### config.mk
export PLATFORM = sky130hd
export DESIGN_NAME = load_store_unit_flat
export DESIGN_NICKNAME = d
export VERILOG_FILES = /design/src/rtl/load_store_unit_if.sv /design/src/rtl/load_store_unit.sv /design/src/flat_wrapper.sv
export SDC_FILE = /design/constraint.sdc
export NUM_CORES = 1
export LEC_CHECK = 0
export ABC_AREA = 1
export CAP_MARGIN = 25
export CORE_UTILIZATION = 45
export DETAILED_ROUTE_END_ITERATION = 8
export PLACE_DENSITY = 0.81
export SLEW_MARGIN = 5
export SYNTH_ARGS = -nofsm -noshare
export SYNTH_HDL_FRONTEND = slang
export SYNTH_SLANG_ARGS = --single-unit
### constraint.sdc
create_clock -name clk -period 4.4 [get_ports clk]
set_input_delay 0.66 -clock clk [delete_from_list [all_inputs] [get_ports clk]]
set_output_delay 0.66 -clock clk [all_outputs]
set_load 0.02 [all_outputs]
### src/rtl/load_store_unit_if.sv
// Data-memory bus between the load/store unit (master) and memory (slave):
// request/grant for the address phase, rvalid for read data return.
interface load_store_unit_if #(
   parameter int unsigned ADDR_WIDTH = 32
);
   logic                  mem_req;
   logic                  mem_we;
   logic [ADDR_WIDTH-1:0] mem_addr;
   logic [31:0]           mem_wdata;
   logic [3:0]            mem_wstrb;
   logic                  mem_gnt;
   logic                  mem_rvalid;
   logic [31:0]           mem_rdata;

   modport master (
      output mem_req, mem_we, mem_addr, mem_wdata, mem_wstrb,
      input  mem_gnt, mem_rvalid, mem_rdata
   );

   modport slave (
      input  mem_req, mem_we, mem_addr, mem_wdata, mem_wstrb,
      output mem_gnt, mem_rvalid, mem_rdata
   );
endinterface

### src/rtl/load_store_unit.sv
// Load/store unit: runs one data-memory transaction per Load/Store strobe and stalls the core
// until it completes. Optional MISALIGN_TRAP_EN flags misaligned accesses instead of issuing them.
module load_store_unit #(
   parameter int unsigned ADDR_WIDTH = 32
) (
   input  logic                  clk,
   input  logic                  rst,
   input  logic                  Load,
   input  logic                  Store,
   input  logic [2:0]            fun3,
   input  logic [ADDR_WIDTH-1:0] addr,
   input  logic [31:0]           store_data,
   output logic                  stall,
   output logic [31:0]           load_data,
   output logic                  load_valid,
   output logic                  misalign,
   load_store_unit_if.master     mem
);

   typedef enum logic [1:0] {IDLE, REQ, WAIT, DONE} state_e;
   typedef enum logic [1:0] {SZ_BYTE, SZ_HALF, SZ_WORD} size_e;

   state_e                state_q, state_d;
   logic                  is_load_q, is_load_d;
   logic [2:0]            fun3_q, fun3_d;
   logic [ADDR_WIDTH-1:0] addr_q, addr_d;
   logic [31:0]           sdata_q, sdata_d;
   logic [31:0]           ldata_q, ldata_d;
   logic                  mis_q, mis_d;
   logic                  misaligned_in;
   logic [31:0]           rd_ext;
   logic [31:0]           rd_shift;
   logic [15:0]           rd_half;
   size_e                 st_size, ld_size;

   // Loads and stores decode funct3 differently: 100 is lbu for loads but a word store.
   function automatic size_e acc_size(input logic ld, input logic [2:0] f3);
      size_e sz;
      sz = SZ_WORD;
      if (ld) begin
         case (f3)
            3'b000, 3'b100: sz = SZ_BYTE;
            3'b001, 3'b101: sz = SZ_HALF;
            default:        sz = SZ_WORD;
         endcase
      end else begin
         case (f3)
            3'b000:  sz = SZ_BYTE;
            3'b001:  sz = SZ_HALF;
            default: sz = SZ_WORD;
         endcase
      end
      return sz;
   endfunction

`ifdef MISALIGN_TRAP_EN
   size_e in_size;
   always_comb begin
      in_size       = acc_size(Load, fun3);
      misaligned_in = ((in_size == SZ_HALF) && addr[0]) ||
                      ((in_size == SZ_WORD) && (addr[1:0] != 2'b00));
   end
`else
   assign misaligned_in = 1'b0;
`endif

   assign st_size  = acc_size(1'b0, fun3_q);
   assign ld_size  = acc_size(1'b1, fun3_q);
   assign rd_shift = mem.mem_rdata >> {addr_q[1:0], 3'b000};
   assign rd_half  = addr_q[1] ? mem.mem_rdata[31:16] : mem.mem_rdata[15:0];

   always_comb begin
      rd_ext = mem.mem_rdata;
      case (ld_size)
         SZ_BYTE: rd_ext = fun3_q[2] ? {24'h0, rd_shift[7:0]} : {{24{rd_shift[7]}}, rd_shift[7:0]};
         SZ_HALF: rd_ext = fun3_q[2] ? {16'h0, rd_half} : {{16{rd_half[15]}}, rd_half};
         default: rd_ext = mem.mem_rdata;
      endcase
   end

   always_ff @(posedge clk or posedge rst) begin
      if (rst) begin
         state_q   <= IDLE;
         is_load_q <= 1'b0;
         fun3_q    <= '0;
         addr_q    <= '0;
         sdata_q   <= '0;
         ldata_q   <= '0;
         mis_q     <= 1'b0;
      end else begin
         state_q   <= state_d;
         is_load_q <= is_load_d;
         fun3_q    <= fun3_d;
         addr_q    <= addr_d;
         sdata_q   <= sdata_d;
         ldata_q   <= ldata_d;
         mis_q     <= mis_d;
      end
   end

   always_comb begin
      state_d   = state_q;
      is_load_d = is_load_q;
      fun3_d    = fun3_q;
      addr_d    = addr_q;
      sdata_d   = sdata_q;
      ldata_d   = ldata_q;
      mis_d     = mis_q;
      case (state_q)
         IDLE: begin
            if (Load || Store) begin
               is_load_d = Load;
               fun3_d    = fun3;
               addr_d    = addr;
               sdata_d   = store_data;
               mis_d     = misaligned_in;
               if (misaligned_in) begin
                  state_d = DONE;
                  if (Load) ldata_d = '0;
               end else begin
                  state_d = REQ;
               end
            end
         end
         REQ: begin
            if (mem.mem_gnt) begin
               if (!is_load_q) begin
                  state_d = DONE;
               end else if (mem.mem_rvalid) begin
                  ldata_d = rd_ext;
                  state_d = DONE;
               end else begin
                  state_d = WAIT;
               end
            end
         end
         WAIT: begin
            if (mem.mem_rvalid) begin
               ldata_d = rd_ext;
               state_d = DONE;
            end
         end
         default: state_d = IDLE;
      endcase
   end

   always_comb begin
      stall         = ((state_q == IDLE) && (Load || Store)) || (state_q == REQ) || (state_q == WAIT);
      load_data     = ldata_q;
      load_valid    = (state_q == DONE) && is_load_q;
      misalign      = (state_q == DONE) && mis_q;
      mem.mem_req   = (state_q == REQ);
      mem.mem_we    = (state_q == REQ) && !is_load_q;
      mem.mem_addr  = {addr_q[ADDR_WIDTH-1:2], 2'b00};
      mem.mem_wdata = sdata_q;
      mem.mem_wstrb = '0;
      case (st_size)
         SZ_BYTE: mem.mem_wdata = {4{sdata_q[7:0]}};
         SZ_HALF: mem.mem_wdata = {2{sdata_q[15:0]}};
         default: mem.mem_wdata = sdata_q;
      endcase
      if (mem.mem_we) begin
         case (st_size)
            SZ_BYTE: mem.mem_wstrb = 4'b0001 << addr_q[1:0];
            SZ_HALF: mem.mem_wstrb = addr_q[1] ? 4'b1100 : 4'b0011;
            default: mem.mem_wstrb = 4'b1111;
         endcase
      end
   end

endmodule

### src/flat_wrapper.sv
// flat-port wrapper written by rule: the top's interface ports become plain ports
module load_store_unit_flat 
#(
   parameter int unsigned ADDR_WIDTH = 32
)
  (clk, rst, Load, Store, fun3, addr, store_data, stall, load_data, load_valid, misalign, mem_mem_req, mem_mem_we, mem_mem_addr, mem_mem_wdata, mem_mem_wstrb, mem_mem_gnt, mem_mem_rvalid, mem_mem_rdata);
  load_store_unit_if #(.ADDR_WIDTH(ADDR_WIDTH)) mem_i ();
  input  logic clk;
  input  logic rst;
  input  logic Load;
  input  logic Store;
  input  logic [2:0] fun3;
  input  logic [ADDR_WIDTH-1:0] addr;
  input  logic [31:0] store_data;
  output logic stall;
  output logic [31:0] load_data;
  output logic load_valid;
  output logic misalign;
  output wire logic [$bits(mem_i.mem_req)-1:0] mem_mem_req;
  output wire logic [$bits(mem_i.mem_we)-1:0] mem_mem_we;
  output wire logic [$bits(mem_i.mem_addr)-1:0] mem_mem_addr;
  output wire logic [$bits(mem_i.mem_wdata)-1:0] mem_mem_wdata;
  output wire logic [$bits(mem_i.mem_wstrb)-1:0] mem_mem_wstrb;
  input wire logic [$bits(mem_i.mem_gnt)-1:0] mem_mem_gnt;
  input wire logic [$bits(mem_i.mem_rvalid)-1:0] mem_mem_rvalid;
  input wire logic [$bits(mem_i.mem_rdata)-1:0] mem_mem_rdata;
  assign mem_mem_req = mem_i.mem_req;
  assign mem_mem_we = mem_i.mem_we;
  assign mem_mem_addr = mem_i.mem_addr;
  assign mem_mem_wdata = mem_i.mem_wdata;
  assign mem_mem_wstrb = mem_i.mem_wstrb;
  assign mem_i.mem_gnt = mem_mem_gnt;
  assign mem_i.mem_rvalid = mem_mem_rvalid;
  assign mem_i.mem_rdata = mem_mem_rdata;
  load_store_unit #(.ADDR_WIDTH(ADDR_WIDTH)) u_core (.clk(clk), .rst(rst), .Load(Load), .Store(Store), .fun3(fun3), .addr(addr), .store_data(store_data), .stall(stall), .load_data(load_data), .load_valid(load_valid), .misalign(misalign), .mem(mem_i));
endmodule
**After elaboration in Yosys (flattened, before gate mapping)**

Cells that the tools add are included.

- Flip-flop bits (word level): 102
- Bits in latches: 0
- RAM bits: 0
- Memory bits (read-only): 0
- Input port bits: 105
- Output and inout port bits: 105
- Word-level logic and storage cells: 57
- Memories kept: 0

- Add/subtract/negate cells: 0
- $mul: 0
- Divide/modulo/power cells: 0
- Magnitude comparators: 0
- Equal/unequal tests: 12
- Shifts and indexed selects: 2
- Mux-type cells: 20
- Bitwise logic cells: 0
- Reduce and logical (&&, ||, !) cells: 17

Operator list:

| kind | number |
|---|---|
| $pmux 32 s2 | 3 |
| $mux 32 | 5 |
| $shr 32x5->8 | 1 |
| $mux 16 | 1 |
| $mux 2 | 4 |
| $mux 4 | 2 |
| $pmux 2 s2 | 2 |
| $pmux 4 s2 | 1 |
| $eq 2x1->1 const B | 3 |
| $eq 3x3->1 const B | 2 |
| $logic_not 2->1 | 3 |
| $ne 2x1->1 const B | 3 |
| $pmux 2 s3 | 1 |
| $reduce_and 3->1 | 2 |
| $eq 2x2->1 const B | 2 |
| $reduce_or 2->1 | 2 |
| $shl 1x2->4 const A | 1 |
| $eq 3x1->1 const B | 1 |
| $logic_and 1x1->1 | 3 |
| $logic_not 3->1 | 1 |
| $logic_or 1x1->1 | 3 |
| $ne 2x2->1 const B | 1 |
| $reduce_and 2->1 | 1 |
| $reduce_bool 2->1 | 1 |
| 2 further kinds | 2 |

**Logic depth before layout (Yosys ltp)**

Gate-level depths: netlist of run 1.

- Word-level depth: 9
- Depth in mapped cells: 10
- Depth with buffers taken out: 9

**Least setup slack after synthesis of run 1**

Ideal clock, no wire load.

- Path kind: input-to-output
- Start point: in Load
- End point: out stall
- Arrival time: 1.555 ns
- Data required time: 3.740 ns
- Setup slack: 2.185 ns
- Stages on the path: 7
- Path buffers: 3
- Cell sequence: inv_1 nand2_1 nand2_1 buf_2 buf_2 buf_4 nand3b_1

- Cells in the longest elaborated chain, start to end: 4

Ends and longest elaborated chain:

| item | line | RTL |
|---|---|---|
| start, declared | flat_wrapper.sv:10 | `input logic Load;` |
| $logic_or 1x1->1 | load_store_unit.sv:148 | `stall = ((state_q == IDLE) && (Load \|\| Store)) \|\| (state_q == REQ) \|\| (state_q == WAIT);` |
| $logic_and 1x1->1 | load_store_unit.sv:148 |  |
| $logic_or 1x1->1 (2 in a row) | load_store_unit.sv:148 |  |
| end, declared | flat_wrapper.sv:15 | `output logic stall;` |

No other way between the ends.

**Worst setup path in the final report of run 1**

- Start point: reg u_core.fun3_q[1]
- End point: out mem_mem_wdata[10]

- Cells in the longest elaborated chain, start to end: 4
- Elaborated cells between the ends (all ways): 6
- Those cells by class: eq/ne: 2; mux: 2; reduce/logical: 2

Ends and longest elaborated chain:

| item | line | RTL |
|---|---|---|
| start, declared | load_store_unit.sv:25 | `logic [2:0] fun3_q, fun3_d;` |
| start signal, assigned | load_store_unit.sv:93 | `fun3_q <= fun3_d;` |
| $eq 3x1->1 or $logic_not 3->1 (tied branches) | load_store_unit.sv:47 | `case (f3)` |
| $pmux 2 s2 * | load_store_unit.sv:47 |  |
| $eq 2x1->1 or $logic_not 2->1 (tied branches) | load_store_unit.sv:157 | `case (st_size)` |
| $pmux 32 s2 * | load_store_unit.sv:157 |  |
| end, declared | flat_wrapper.sv:22 | `output wire logic [$bits(mem_i.mem_wdata)-1:0] mem_mem_wdata;` |

Mark *: on every way between the ends. The rest lies on a longest branch, timed or not.

==> results of run 1 <==
[worst max path at each step]
stage / startpoint / end / cells after the start
after floorplan: rst / u_core.addr_q[0]$_DFFE_PP0P_ / 1
after global placement: u_core.fun3_q[1]$_DFFE_PP0P_ / mem_mem_wstrb[1] / 7
final: u_core.fun3_q[1]$_DFFE_PP0P_ / mem_mem_wdata[10] / 5
after detailed placement: u_core.fun3_q[1]$_DFFE_PP0P_ / mem_mem_wstrb[0] / 7
after CTS: u_core.fun3_q[1]$_DFFE_PP0P_ / mem_mem_wdata[11] / 5
after global routing: u_core.fun3_q[1]$_DFFE_PP0P_ / mem_mem_wstrb[0] / 7
[state kept, by name, summed over array words and instances, names as in the netlist]
register          count
u_core.load_data     32
u_core.fun3_q         3
u_core.state_q        2
u_core.is_load_q      1
u_core.sdata_q       32
u_core.addr_q        32
[cell families after synthesis]
kind of cell	after synthesis	share of synthesized area, %
adders and majority gates	4	0.891
DFF	102	45.5
and+or+nand+nor	297	23.2
other	1	0.0668
buffers and inverters	148	14.2
muxes	54	10.8
AOI/OAI and AO/OA	59	5.37
[cell type report]
cell class | count | area [µm²]
flip-flops and latches | 102 | 2550
clock buffers | 9 | 225
inverters | 78 | 303
clock inverters | 6 | 52.6
fillers | 1032 | 4320
repair buffers | 211 | 2120
well taps | 168 | 210
multi-input cells | 417 | 2280
[metal layers]
metal / part of all wire, % / GRT usage [%] / vias to the layer above
met2: 48 / 39.1 / 181
met5: 0 / 0 / -
met3: 9.2 / 8.87 / 16
met4: 1.3 / 6.49 / 0
met1: 42 / 29.1 / 2229
li1: - / - / 2350
[stage by stage]
stage / utilization (%) / power, mW / worst slack, ps
finish: 64.2 / 6.03 / 884
global route: 64.2 / 6.44 / 680
detailed placement: 61.9 / 5.28 / 1250
CTS: 64.2 / 6.08 / 850
floorplan: - / 4.05 / 1060
global placement: 61.7 / 5.21 / 1330
[layout by cell type, fill, tap and decap left out, types with 3 or more instances in the layout]
| cell | synthesis | layout |
|---|---|---|
| a21oi_1 | 29 | 29 |
| buf_4 | 47 | 4 |
| clkbuf_16 | 0 | 9 |
| clkdlybuf4s50_1 | 0 | 206 |
| conb_1 | 1 | 3 |
| dfrtp_1 | 102 | 102 |
| ha_1 | 4 | 4 |
| inv_1 | 71 | 70 |
| inv_2 | 5 | 5 |
| mux2_2 | 54 | 54 |
| nand2_1 | 174 | 173 |
| nand2_2 | 3 | 3 |
| nand3_1 | 38 | 38 |
| nand3_2 | 5 | 5 |
| nand4_1 | 6 | 6 |
| nor2_1 | 48 | 48 |
| o21ai_0 | 26 | 26 |
| or2_1 | 10 | 10 |
| or2_2 | 5 | 5 |
[power breakdown]
part	leakage (nW)	internal [mW]	switching, mW	total [mW]
Combinational	2.37	1.65	1.87	3.52
Sequential	1.19	1.41	0.331	1.75
Clock	0.130	0.390	0.371	0.761
Total	3.69	3.45	2.58	6.03
[worst register-to-register path, delay by kind of cell, from the launching register on]
kind | cells | cell delay [ps]
fa+ha+maj | 1 | 290
compound gates | 1 | 130
simple gates | 3 | 990
buf+inv | 3 | 470
flops | 1 | 420
==> impl_metrics.ini, run 1 <==
[worst_setup_path]
cp.required_ps = 3740
r2r.worst_path.cells = 8
regToRegSetupSlack_ps = 2020
path_buf_inv = 1
crit_type = reg -> out
path_max_fanout = 19
slowest_stage = dfrtp_1
crit_chain = nor2_4 > nand2_4 > nand2_1 > o21ai_0 > clkdlybuf4s50_1
rr_startpoint = u_core.state_q[1]$_DFFE_PP0P_
slowest_delay_ps = 730
crit_family = simple AND/OR/NAND/NOR gates
reg2reg_to = u_core.load_data[30]$_DFFE_PP0P_
crit_path_end_kind = primary output
critPathLaunchType = flop
arrival_ps = 2860

[floorplanning]
rows = 40
die_area_um2 = 12900
die_y_um = 114
initial_utilization_pct = 46.5
io_pins = 210
chipWidth_um = 114
core_area_um2 = 12100

[clocking]
cts_tree = yes
cts_buffer_depth = 2
cts.sinks = 102
cts_setup_buffers = 0
cts.clk_slew.worst_paths_ps = 70
cts-root-buf = clkbuf_16
hold_buffers = 0
cts_resized = 0
worst_skew_pair.late_latency_ps = 350
htreeDepth = 3
cts_buffers = 9

[timing]
hold_slack_ps = 480
clock-skew-final_ps = 13.5
drv_slew = 0
fmax_mhz = 284
tns_ps = 0
hold_viol_final = 0
period_share_pct = 79.9
max-slew-margin-rel_pct = 35.8
rsz0062_at_grt = no
min_period_ps = 3520
max_slew.worst_pin.slew_ps = 963
setup_viol = 0

[power_and_ir_drop]
cellPowerDensity_nw_per_um2 = 778
p_leak_nw = 3.69
ir_drop_mv = 0.532

[drt]
num_vias = 4776
wirelength_um = 14800
drc_errors = 0
drt_iter0_drc = 357
firstDrtPassIters = 5
via_per_inst = 4.82
drt.antenna.violating_nets = 0
post_drt_wl_per_cell_um = 15.0

[grt]
grt_pass1_vias = 4681
grt_max_degree = 83
overflow = 0
grtUsageTotal_pct = 23.7
grt_pass1_wl_um = 23300
antenna_found_initial = 0

[layout]
stdcell_area_um2 = 7740
drive_gt1_share_pct = 12.2
num_antenna_cells = 0
fin_nets = 928
area_growth_pct = 37.9
final_cells = 991

[place]
gp_congestion = 0.868
placed_cell_area_um2 = 7470
hpwlAfterDp_um = 10800
portBuffers = 206
dp_cells = 976

[synthesis]
synth_top_cells_by_count = 174 x nand2_1, 102 x dfrtp_1, 71 x inv_1
syn_inst = 665
yosysTopAreaCellShare_pct = 45.5
synth-seq-cells = 102
async_flop_share_pct = 100
yosysMostFrequentCell = nand2_1
netlist_area_um2 = 5610
netlist-cell-type-count = 32
synth_edf_count = 0
ys_top_cells_by_area = dfrtp_1 45%, nand2_1 12%, mux2_2 11%, buf_4 6.3%, inv_1 4.7%
syn_area_per_cell_um2 = 8.44
netlist.top_cell.by_area = dfrtp_1
yosysWarnings = 0
seq_area_frac_synth_pct = 45.5
dominantRegCellSynth = dfrtp_1

[run_status]
status = finished, final reports clean

[hold_path]
holdPathStages = 2
hold_path_class = reg -> reg
hold_start = u_core.load_data[10]$_DFFE_PP0P_
min_to = u_core.load_data[10]$_DFFE_PP0P_

[job]
cap_violations = 0
(Power assumes the default switching activity.)
==> run 2: changes to the inputs <==
Settings changed: CORE_UTILIZATION 45 to 41, PLACE_DENSITY 0.81 to 0.78.
Clock period 4.4 ns to 3 ns, I/O delays scaled along.
==> run 2 against run 1 <==
Via count fell by 0.34%; worst setup slack worse by 680 ps; global-route usage shrank 1.9 points; critical path depth is the same; first-iteration DRC count increased by 14%; critical endpoint is now mem_mem_wdata[15]; total power increased by 47%; non-clock buffer count increased by 2; combinational power is 48% higher.
==> impl_metrics.ini, run 2 (synthesis results as in run 1) <==
[run_status]
status = finished, final reports clean

[floorplanning]
die_area_um2 = 14200
io_pins = 210
initial_utilization_pct = 42.2
rows = 42
chipWidth_um = 119
core_area_um2 = 13300
die_y_um = 119

[worst_setup_path]
arrival_ps = 2350
reg2reg_to = u_core.load_data[16]$_DFFE_PP0P_
cp.required_ps = 2550
crit_path_end_kind = primary output
critPathLaunchType = flop
rr_startpoint = u_core.state_q[1]$_DFFE_PP0P_
path_max_fanout = 19
regToRegSetupSlack_ps = 1230
r2r.worst_path.cells = 10
crit_type = reg -> out

[drt]
via_per_inst = 4.75
wirelength_um = 14700
firstDrtPassIters = 4
post_drt_wl_per_cell_um = 14.7
drt_iter0_drc = 408
num_vias = 4760
drt.antenna.violating_nets = 0
drc_errors = 0

[timing]
clock-skew-final_ps = 8.30
fmax_mhz = 357
period_share_pct = 93.3
setup_viol = 0
min_period_ps = 2800
hold_viol_final = 0
fin_ws_ps = 202
tns_ps = 0
max_slew.worst_pin.slew_ps = 701
max-slew-margin-rel_pct = 53.1
rsz0062_at_grt = no
drv_slew = 0

[grt]
grt_pass1_wl_um = 24100
grt_pass1_vias = 4752
grtUsageTotal_pct = 21.8
antenna_found_initial = 0
overflow = 0
grt_max_degree = 83

[clocking]
hold_buffers = 0
cts_resized = 1
cts_tree = yes
htreeDepth = 3
cts_setup_buffers = 0
cts_buffers = 9
cts-root-buf = clkbuf_16
cts.clk_slew.worst_paths_ps = 70
worst_skew_pair.late_latency_ps = 350
cts.sinks = 102
cts_buffer_depth = 2

[layout]
drive_gt1_share_pct = 12.7
area_growth_pct = 38.6
final_cells = 1002
fin_nets = 930
final_common_cell = clkdlybuf4s50_1
layout_common_cells = 206 x clkdlybuf4s50_1, 172 x nand2_1, 101 x dfrtp_1, 70 x inv_1, 54 x mux2_2
num_antenna_cells = 0

[power_and_ir_drop]
p_leak_nw = 3.70
cellPowerDensity_nw_per_um2 = 1140
total_power_mw = 8.85
ir_drop_mv = 0.730

[place]
place_ws_ps = 205
gp_congestion = 0.868
portBuffers = 206
hpwlAfterDp_um = 10700
dp_cells = 986

[job]
cap_violations = 0

[hold_path]
hold_path_class = reg -> reg
holdPathStages = 2
min_to = u_core.load_data[2]$_DFFE_PP0P_
hold_start = u_core.load_data[2]$_DFFE_PP0P_
==> run 2: stage by stage <==
| step | cell area (µm²) | utilization, % | hold slack, ps |
|---|---|---|---|
| finish | 7780 | 58.5 | 484 |
| detailed placement | 7500 | 56.4 | 469 |
| CTS | 7780 | 58.5 | 489 |
| global route | 7780 | 58.5 | 512 |
| floorplan | 5630 | - | 480 |
| global placement | 7500 | 56.4 | 463 |
==> run 2: worst max-delay path, stage by stage (launching register included) <==
cell and delay (ps):
dfrtp_2 510, nor2_4 60, nand2_4 190, nand2_2 250, o21ai_0 310, clkdlybuf4s50_1 660
==> run 2: worst max-delay path by stage <==
stage | endpoint | slack (ps) | startpoint
after floorplan | mem_mem_wdata[8] | 1070 | u_core.fun3_q[0]$_DFFE_PP0P_
after global placement | mem_mem_wdata[15] | 250 | u_core.fun3_q[0]$_DFFE_PP0P_
after detailed placement | mem_mem_wdata[15] | 200 | u_core.fun3_q[0]$_DFFE_PP0P_
after CTS | mem_mem_wdata[15] | 20 | u_core.fun3_q[0]$_DFFE_PP0P_
after global routing | mem_mem_wdata[15] | 20 | u_core.fun3_q[0]$_DFFE_PP0P_
final | mem_mem_wdata[15] | 200 | u_core.fun3_q[0]$_DFFE_PP0P_
==> run 2: power by group <==
part           internal, mW  leakage (nW)  switching [mW]
Sequential             2.08          1.19           0.432
Combinational          2.44          2.38            2.78
Clock                 0.574         0.130           0.555
Total                  5.09          3.70            3.77
==> run 2: final cells by class <==
cell class | instances | area (µm²)
Inverter | 78 | 304
Sequential cell | 102 | 2550
Fill cell | 1205 | 5510
Clock buffer | 9 | 225
Clock inverter | 7 | 56.3
Timing Repair Buffer | 213 | 2140
Multi-Input combinational cell | 417 | 2280
Tap cell | 176 | 220
==> run 2: per-layer routing <==
layer | routed length, µm | global-route usage, % | vias to the layer above
li1 | - | - | 2344
met1 | 6530 | 28.7 | 2212
met2 | 6690 | 34.6 | 183
met3 | 1200 | 5.51 | 21
met4 | 278 | 8.23 | 0
met5 | 0 | 0 | -
